## config.mk

```make
export PLATFORM = sky130hd
export DESIGN_NAME = lfsr_gen_flat
export DESIGN_NICKNAME = d
export VERILOG_FILES = /design/src/rtl/lfsr_gen_pkg.sv /design/src/rtl/lfsr_gen_if.sv /design/src/rtl/lfsr_gen_step.sv /design/src/rtl/lfsr_gen.sv /design/src/flat_wrapper.sv
export SDC_FILE = /design/constraint.sdc
export NUM_CORES = 1
export LEC_CHECK = 0
export CORE_MARGIN = 2
export CORE_UTILIZATION = 36
export CTS_CLUSTER_DIAMETER = 50
export DETAILED_ROUTE_END_ITERATION = 8
export PLACE_DENSITY = 0.76
export SYNTH_ARGS = -nofsm -noshare
export SYNTH_HDL_FRONTEND = slang
export SYNTH_SLANG_ARGS = --single-unit
```

## constraint.sdc

```tcl
create_clock -name clk -period 1.43 [get_ports clk]
set_clock_uncertainty 0.1 [all_clocks]
set_input_delay 0.2145 -clock clk [delete_from_list [all_inputs] [get_ports clk]]
set_output_delay 0.2145 -clock clk [all_outputs]
set_load 0.005 [all_outputs]
```

## src/rtl/lfsr_gen_pkg.sv

```systemverilog
// Shared types and default 16-bit constants for the LFSR generator family.
package lfsr_pkg;

  typedef enum logic {
    LFSR_GALOIS    = 1'b0,
    LFSR_FIBONACCI = 1'b1
  } lfsr_mode_e;

  localparam logic [15:0] LFSR16_TAPS_GALOIS = 16'hB400;
  localparam logic [15:0] LFSR16_TAPS_FIB    = 16'h002D;
  localparam logic [15:0] LFSR16_SEED        = 16'hACE1;

endpackage

```

## src/rtl/lfsr_gen_if.sv

```systemverilog
// Control/status bundle between an LFSR generator and its consumer.
interface lfsr_gen_if #(
  parameter int unsigned WIDTH = 16
);

  logic             en;
  logic             load;
  logic [WIDTH-1:0] load_val;
  logic [WIDTH-1:0] q;
  logic             bit_out;
  logic             lockup;
  logic             seed_match;
  logic [WIDTH-1:0] period_len;

  modport master (
    output en, load, load_val,
    input  q, bit_out, lockup, seed_match, period_len
  );

  modport slave (
    input  en, load, load_val,
    output q, bit_out, lockup, seed_match, period_len
  );

endinterface

```

## src/rtl/lfsr_gen_step.sv

```systemverilog
// One combinational LFSR step, Galois or Fibonacci right-shift.
module lfsr_step
  import lfsr_pkg::*;
#(
  parameter int unsigned      WIDTH = 16,
  parameter logic [WIDTH-1:0] TAPS  = LFSR16_TAPS_GALOIS,
  parameter lfsr_mode_e       MODE  = LFSR_GALOIS
) (
  input  logic [WIDTH-1:0] s_in,
  output logic [WIDTH-1:0] s_out
);

  always_comb begin
    s_out = s_in;
    if (MODE == LFSR_GALOIS) begin
      s_out = s_in >> 1;
      if (s_in[0]) begin
        s_out = s_out ^ TAPS;
      end
    end else begin
      s_out = {^(s_in & TAPS), s_in[WIDTH-1:1]};
    end
  end

endmodule

```

## src/rtl/lfsr_gen.sv

```systemverilog
// Parametrised LFSR generator with reload, lock-up recovery and seed-return pulse.
// Define LFSR_PERIOD_CNT_EN to build the step counter that drives period_len.
module lfsr_gen
  import lfsr_pkg::*;
#(
  parameter int unsigned      WIDTH         = 16,
  parameter logic [WIDTH-1:0] TAPS          = LFSR16_TAPS_GALOIS,
  parameter logic [WIDTH-1:0] SEED          = LFSR16_SEED,
  parameter lfsr_mode_e       MODE          = LFSR_GALOIS,
  parameter int unsigned      STEPS_PER_CLK = 1
) (
  input logic       clk,
  input logic       reset,
  lfsr_gen_if.slave bus
);

  if (SEED == '0) begin : g_bad_seed
    $error("lfsr_gen: SEED must be non-zero");
  end
  if (WIDTH < 3 || WIDTH > 64) begin : g_bad_width
    $error("lfsr_gen: WIDTH must be in 3..64");
  end
  if (STEPS_PER_CLK < 1 || STEPS_PER_CLK > WIDTH) begin : g_bad_steps
    $error("lfsr_gen: STEPS_PER_CLK must be in 1..WIDTH");
  end

  logic [WIDTH-1:0] q_r, q_nxt;
  logic             lock_r, lock_nxt;
  logic             match_r, match_nxt;
  logic [WIDTH-1:0] chain [STEPS_PER_CLK+1];

  assign chain[0] = q_r;

  for (genvar i = 0; i < STEPS_PER_CLK; i++) begin : g_step
    lfsr_step #(
      .WIDTH (WIDTH),
      .TAPS  (TAPS),
      .MODE  (MODE)
    ) u_step (
      .s_in  (chain[i]),
      .s_out (chain[i+1])
    );
  end

  // load beats lock-up recovery, which beats a normal step
  always_comb begin
    q_nxt     = q_r;
    lock_nxt  = 1'b0;
    match_nxt = 1'b0;
    if (bus.load) begin
      q_nxt = bus.load_val;
    end else if (bus.en && q_r == '0) begin
      q_nxt    = SEED;
      lock_nxt = 1'b1;
    end else if (bus.en) begin
      q_nxt     = chain[STEPS_PER_CLK];
      match_nxt = (chain[STEPS_PER_CLK] == SEED);
    end
  end

  always_ff @(posedge clk or posedge reset) begin
    if (reset) begin
      q_r     <= SEED;
      lock_r  <= 1'b0;
      match_r <= 1'b0;
    end else begin
      q_r     <= q_nxt;
      lock_r  <= lock_nxt;
      match_r <= match_nxt;
    end
  end

  assign bus.q          = q_r;
  assign bus.bit_out    = q_r[0];
  assign bus.lockup     = lock_r;
  assign bus.seed_match = match_r;

`ifdef LFSR_PERIOD_CNT_EN
  logic [WIDTH-1:0] cnt_r, cnt_inc, period_r;

  assign cnt_inc = cnt_r + WIDTH'(STEPS_PER_CLK);

  always_ff @(posedge clk or posedge reset) begin
    if (reset) begin
      cnt_r    <= '0;
      period_r <= '0;
    end else if (bus.load || (bus.en && q_r == '0)) begin
      cnt_r <= '0;
    end else if (bus.en) begin
      if (match_nxt) begin
        period_r <= cnt_inc;
        cnt_r    <= '0;
      end else begin
        cnt_r <= cnt_inc;
      end
    end
  end

  assign bus.period_len = period_r;
`else
  assign bus.period_len = '0;
`endif

endmodule

```

## src/flat_wrapper.sv

```systemverilog
// flat-port wrapper written by rule: the top's interface ports become plain ports
module lfsr_gen_flat import lfsr_pkg::*;
#(
  parameter int unsigned      WIDTH         = 16,
  parameter logic [WIDTH-1:0] TAPS          = LFSR16_TAPS_GALOIS,
  parameter logic [WIDTH-1:0] SEED          = LFSR16_SEED,
  parameter lfsr_mode_e       MODE          = LFSR_GALOIS,
  parameter int unsigned      STEPS_PER_CLK = 1
)
  (clk, reset, bus_en, bus_load, bus_load_val, bus_q, bus_bit_out, bus_lockup, bus_seed_match, bus_period_len);
  lfsr_gen_if #(.WIDTH(WIDTH)) bus_i ();
  input logic clk;
  input logic reset;
  input wire logic [$bits(bus_i.en)-1:0] bus_en;
  input wire logic [$bits(bus_i.load)-1:0] bus_load;
  input wire logic [$bits(bus_i.load_val)-1:0] bus_load_val;
  output wire logic [$bits(bus_i.q)-1:0] bus_q;
  output wire logic [$bits(bus_i.bit_out)-1:0] bus_bit_out;
  output wire logic [$bits(bus_i.lockup)-1:0] bus_lockup;
  output wire logic [$bits(bus_i.seed_match)-1:0] bus_seed_match;
  output wire logic [$bits(bus_i.period_len)-1:0] bus_period_len;
  assign bus_i.en = bus_en;
  assign bus_i.load = bus_load;
  assign bus_i.load_val = bus_load_val;
  assign bus_q = bus_i.q;
  assign bus_bit_out = bus_i.bit_out;
  assign bus_lockup = bus_i.lockup;
  assign bus_seed_match = bus_i.seed_match;
  assign bus_period_len = bus_i.period_len;
  lfsr_gen #(.WIDTH(WIDTH), .TAPS(TAPS), .SEED(SEED), .MODE(MODE), .STEPS_PER_CLK(STEPS_PER_CLK)) u_core (.clk(clk), .reset(reset), .bus(bus_i));
endmodule
```

Yosys cells after proc, flatten, opt, wreduce, memory -nomap -nowiden. Index checks and enable logic that the tools add are counted.

Input bits: 20. Logic and storage cells: 17. Output and inout bits: 35. Register bits: 18.

Muxes and demuxes: 9. Equal/unequal tests: 1. Bitwise logic cells: 1. Reductions and logical operators: 3.

Operator list (number): $mux 16 (4); $eq 16x16->1 const B (1); $logic_not 16->1 (1); $mux 1 (5); $not 3->4 (1); $reduce_bool 3->1 (1); $logic_and 1x1->1 (1).

Longest topological paths before layout.
Depth after elaboration: 6. Depth in mapped cells: 5. Depth with buffers taken out: 4.

Hierarchy. A second synthesis with hierarchy kept.

Cells, all modules: 158. Area total of the unflattened synthesis: 1422.6 sq um.

By module, submodules not included: lfsr_gen (area each 1298.7 sq um, times used 1, cells each 142); lfsr_step (area each 123.9 sq um, times used 1, cells each 16).

Least setup slack after synthesis. OpenSTA, ideal clock, no wires.

Kind: reg2reg. Start point: register u_core.q_r[3] (netlist: u_core.bus.q[3]). End point: register u_core.q_r[10] (netlist: u_core.bus.q[10]). Setup slack: -0.170 ns. Data required time: 1.248 ns. Period minus slack after synthesis: 1.600 ns. Library setup time: 0.082 ns. Buffers on the path: 0. Data arrival time: 1.418 ns. Stages on the path, launching flop included: 5. Path through: dfrtp_1 > or4b_1 > nor3_2 > nand4_2 > o211ai_1.

Longest elaborated chain between the ends: 4.

RTL lines: from (decl) (RTL line lfsr_gen.sv:27) `logic [WIDTH-1:0] q_r, q_nxt;`; from (signal assigned) (RTL line lfsr_gen.sv:67) `q_r <= q_nxt;`; $logic_not 16->1 (*) (RTL line lfsr_gen.sv:52) `end else if (bus.en && q_r == '0) begin`; $logic_and 1x1->1 (*) (RTL line lfsr_gen.sv:52); $mux 16 (RTL line lfsr_gen.sv:52); $mux 16 (RTL line lfsr_gen.sv:50) `if (bus.load) begin`.

Mark *: on every way between the ends. The rest lies on a longest branch, timed or not. A chain may end at the register's enable or synchronous reset.

Worst setup path in the final report.
Start point: register u_core.q_r[3] (netlist: u_core.bus.q[3]). End point: register u_core.match_r (netlist: u_core.bus.seed_match).

Longest elaborated chain between the ends: 5.

RTL lines: $mux 16 (RTL line lfsr_gen_step.sv:17) `if (s_in[0]) begin`; $eq 16x16->1 (RTL line lfsr_gen.sv:57) `match_nxt = (chain[STEPS_PER_CLK] == SEED);`; $mux 1 (RTL line lfsr_gen.sv:55) `end else if (bus.en) begin`; $mux 1 (*) (RTL line lfsr_gen.sv:52); $mux 1 (*) (RTL line lfsr_gen.sv:50); via u_core.match_nxt (RTL line lfsr_gen.sv:29) `logic match_r, match_nxt;`; to (signal assigned) (RTL line lfsr_gen.sv:69) `match_r <= match_nxt;`; to (decl) (RTL line lfsr_gen.sv:29).

Mark *: on every way through the listed nets, which the timed path passes. The rest lies on a longest branch.

==> results.ini <==
[status]
run_status = complete, but fails checks
violations = negative setup slack

[placed_design]
port_buffers = 38
gp_congestion = 0.863
placedCellCount = 214
place_worst_setup_slack_ps = -546
dp_hpwl_um = 2250
placed_area_mm2 = 0.00158

[global_route]
grt_first_pass_wirelength_um = 4860
grt_overflow = 0
grt_usage = 0.177
grt_max_degree = 21
antenna_found_initial = 0
grt_pass1_vias = 1087

[setup_path]
setup.worst_path.class = reg -> reg
cp.required_ps = 1560
rrSetupSlack_ps = -290
cp-end-kind = register
timing.rr.end = u_core.bus.seed_match
crit_fanout = 2
slowest_delay_ps = 530
cp_slowest_cell = or4b_4
start_kind = register
crit_arrival_ps = 1850
crit_family = simple AND/OR/NAND/NOR gates
r2r_cells = 6
r2r_start = u_core.bus.q[3]
critPathBufInv = 2
path_cells = or4b_4, nor3_4, buf_4, buf_6, nand3_4, nor3_2

[pwr]
switchingPower_uw = 418
pwr_density_cell_mw_per_mm2 = 793
p_sw_frac = 0.304
combPwrFrac = 0.354
intPower_uw = 956
max-vdd-ir-drop_uv = 386
p_seq_frac = 0.445
clock_power_share = 0.201
power_uw = 1370
p_leak_uw = 0.000813

[timing]
max_freq_ghz = 0.580
setup_viol = 10
hold_viol_final = 0
setup_ws_ps = -293
period_share = 1.20
finalMaxSlewViolations = 0
finalCriticalPeriod_ps = 1720
grt_setup_unrepaired = true

[detailed_routing]
routedWlPerCell_um = 13.8
first_pass_iters = 4
vias = 1095
avgViaCountPerCell = 4.74
drtIter0Drc = 41
ant_nets = 0
drc = 0
routed_wl_um = 3200

[layout]
final_layout_size_suffix_gt1_frac = 0.267
num-nets-final = 208
area_delta_synth_final_pct = 51.9
nFillCells = 276
final_cell_mix = buf_4 (27), o21ai_0 (23), clkdlybuf4s50_1 (19)
stdcell_count = 231
final_common_cell = buf_4
post-route-util = 0.572
diodes = 0
design_area_mm2 = 0.00173

[logic_synthesis]
synth_top_family_by_area = buffers and inverters
ys_ff_latch = 18
synth-xor-area-share = 0.0230
avgSynthCellArea_um2 = 9.20
syn-cell-area_mm2 = 0.00114
ys.warnings.count = 0
yosys.area_share.simple = 0.134
synth_top_area_frac = 0.219
synth_cell_type_count = 28
netlist_top_cells_area = dfrtp_1 (22%), dfstp_2 (18%), buf_4 (12%)
synth-compound-area-share = 0.159
ys_seq_area_frac = 0.404
synthMuxAreaShare = 0.115
synth-adder-area-share = 0
syn_inst = 124
netlist.top_cell.by_area = dfrtp_1

[cts]
clk_pin_slew_ps = 110
cts_tree = yes
cts_buffer_depth = 2
h-tree-depth = 1
cts-buffers-inserted = 3
cts_num_sinks = 18
ctsRootBufferMaster = clkbuf_4
clk_latency_ps = 290

[floorplanning]
dieWidth_um = 60.3
ios = 55
dieArea_mm2 = 0.00364
die_height_um = 60.3
std_cell_rows = 20
coreArea_mm2 = 0.00303
start_util = 0.377

[hold_path]
hold_path.class = in -> async

[run]
maxCapViolations = 0

-- cell usage after synthesis (all sizes together) --
library cell and count:
nand3 2, o21ai 24, nand2 17, dfstp 8
nand4 2, a21o 2, nor4 2, inv 1
dfrtp 10, o22ai 5, xnor2 3, clkinv 1
nor2 1, or4b 1, or2 1, mux2i 12
dlymetal6s2s 1, buf 22, or2b 1, nor3 3
clkbuf 1, conb 1, mux2 1, o211ai 2
-- kinds of logic after synthesis --
| group | count (synthesis) |
|---|---|
| and+or+nand+nor | 30 |
| DFF | 18 |
| xor gates and xnor gates | 3 |
| buffers and inverters | 26 |
| muxes | 13 |
| AOI/OAI and AO/OA | 33 |
| other | 1 |
-- metrics by stage --
step	hold slack [ps]	TNS, ps
floorplan	47.2	-1270
global placement	440	-5030
detailed placement	444	-5430
CTS	147	-3000
global route	143	-3180
finish	132	-2550
-- tightest hold or removal path: cells and delay by family --
| kind | cells | cell delay (ps) |
|---|---|---|
| buffers and inverters | 3 | 700 |
-- flip-flops by register name (all words and copies together), names as in the netlist --
signal	count
u_core.bus.lockup	1
u_core.bus.q	16
u_core.bus.seed_match	1
-- power groups by stage --
stage / combinational [uW] / clock, uW / sequential, uW
after floorplan: 206 / 0 / 642
after global placement: 417 / 0 / 637
after detailed placement: 430 / 0 / 640
after CTS: 451 / 273 / 612
after global routing: 528 / 308 / 618
final: 486 / 277 / 612
-- repair_timing --
item,CTS,global route
hold endpoints to repair,0,0
setup buffers,9,4
setup endpoints to repair,29,20
resized for setup,18,20
pin swaps,0,1
hold buffers,0,0
-- metal layers --
metal,part of all wire,global-route usage,vias to the layer above
li1,-,-,530
met1,0.41,0.218,519
met2,0.52,0.318,42
met3,0.059,0.0281,4
met4,0.013,0.0444,0
met5,0,0,-
-- worst max-delay path by stage --
stage / from / end / slack [ps] / depth (start not counted)
after floorplan: u_core.bus.q[3] / u_core.bus.q[10] / -170 / 4
after global placement: bus_en / u_core.bus.q[10] / -500 / 5
after detailed placement: bus_en / u_core.bus.q[10] / -550 / 5
after CTS: u_core.bus.q[3] / u_core.bus.q[10] / -330 / 4
after global routing: u_core.bus.q[15] / u_core.bus.q[10] / -330 / 4
final: u_core.bus.q[3] / u_core.bus.seed_match / -290 / 6
-- area by class of cell --
cell class,count,area (um^2),share of cell area
multi-input cells,95,588,0.339
clock buffers,4,26.3,0.0152
repair buffers,68,596,0.344
flip-flops and latches,18,460,0.266
inverters,2,7.51,0.00433
well taps,44,55.1,0.0318
Note: power is estimated with default switching activity, not from simulation.
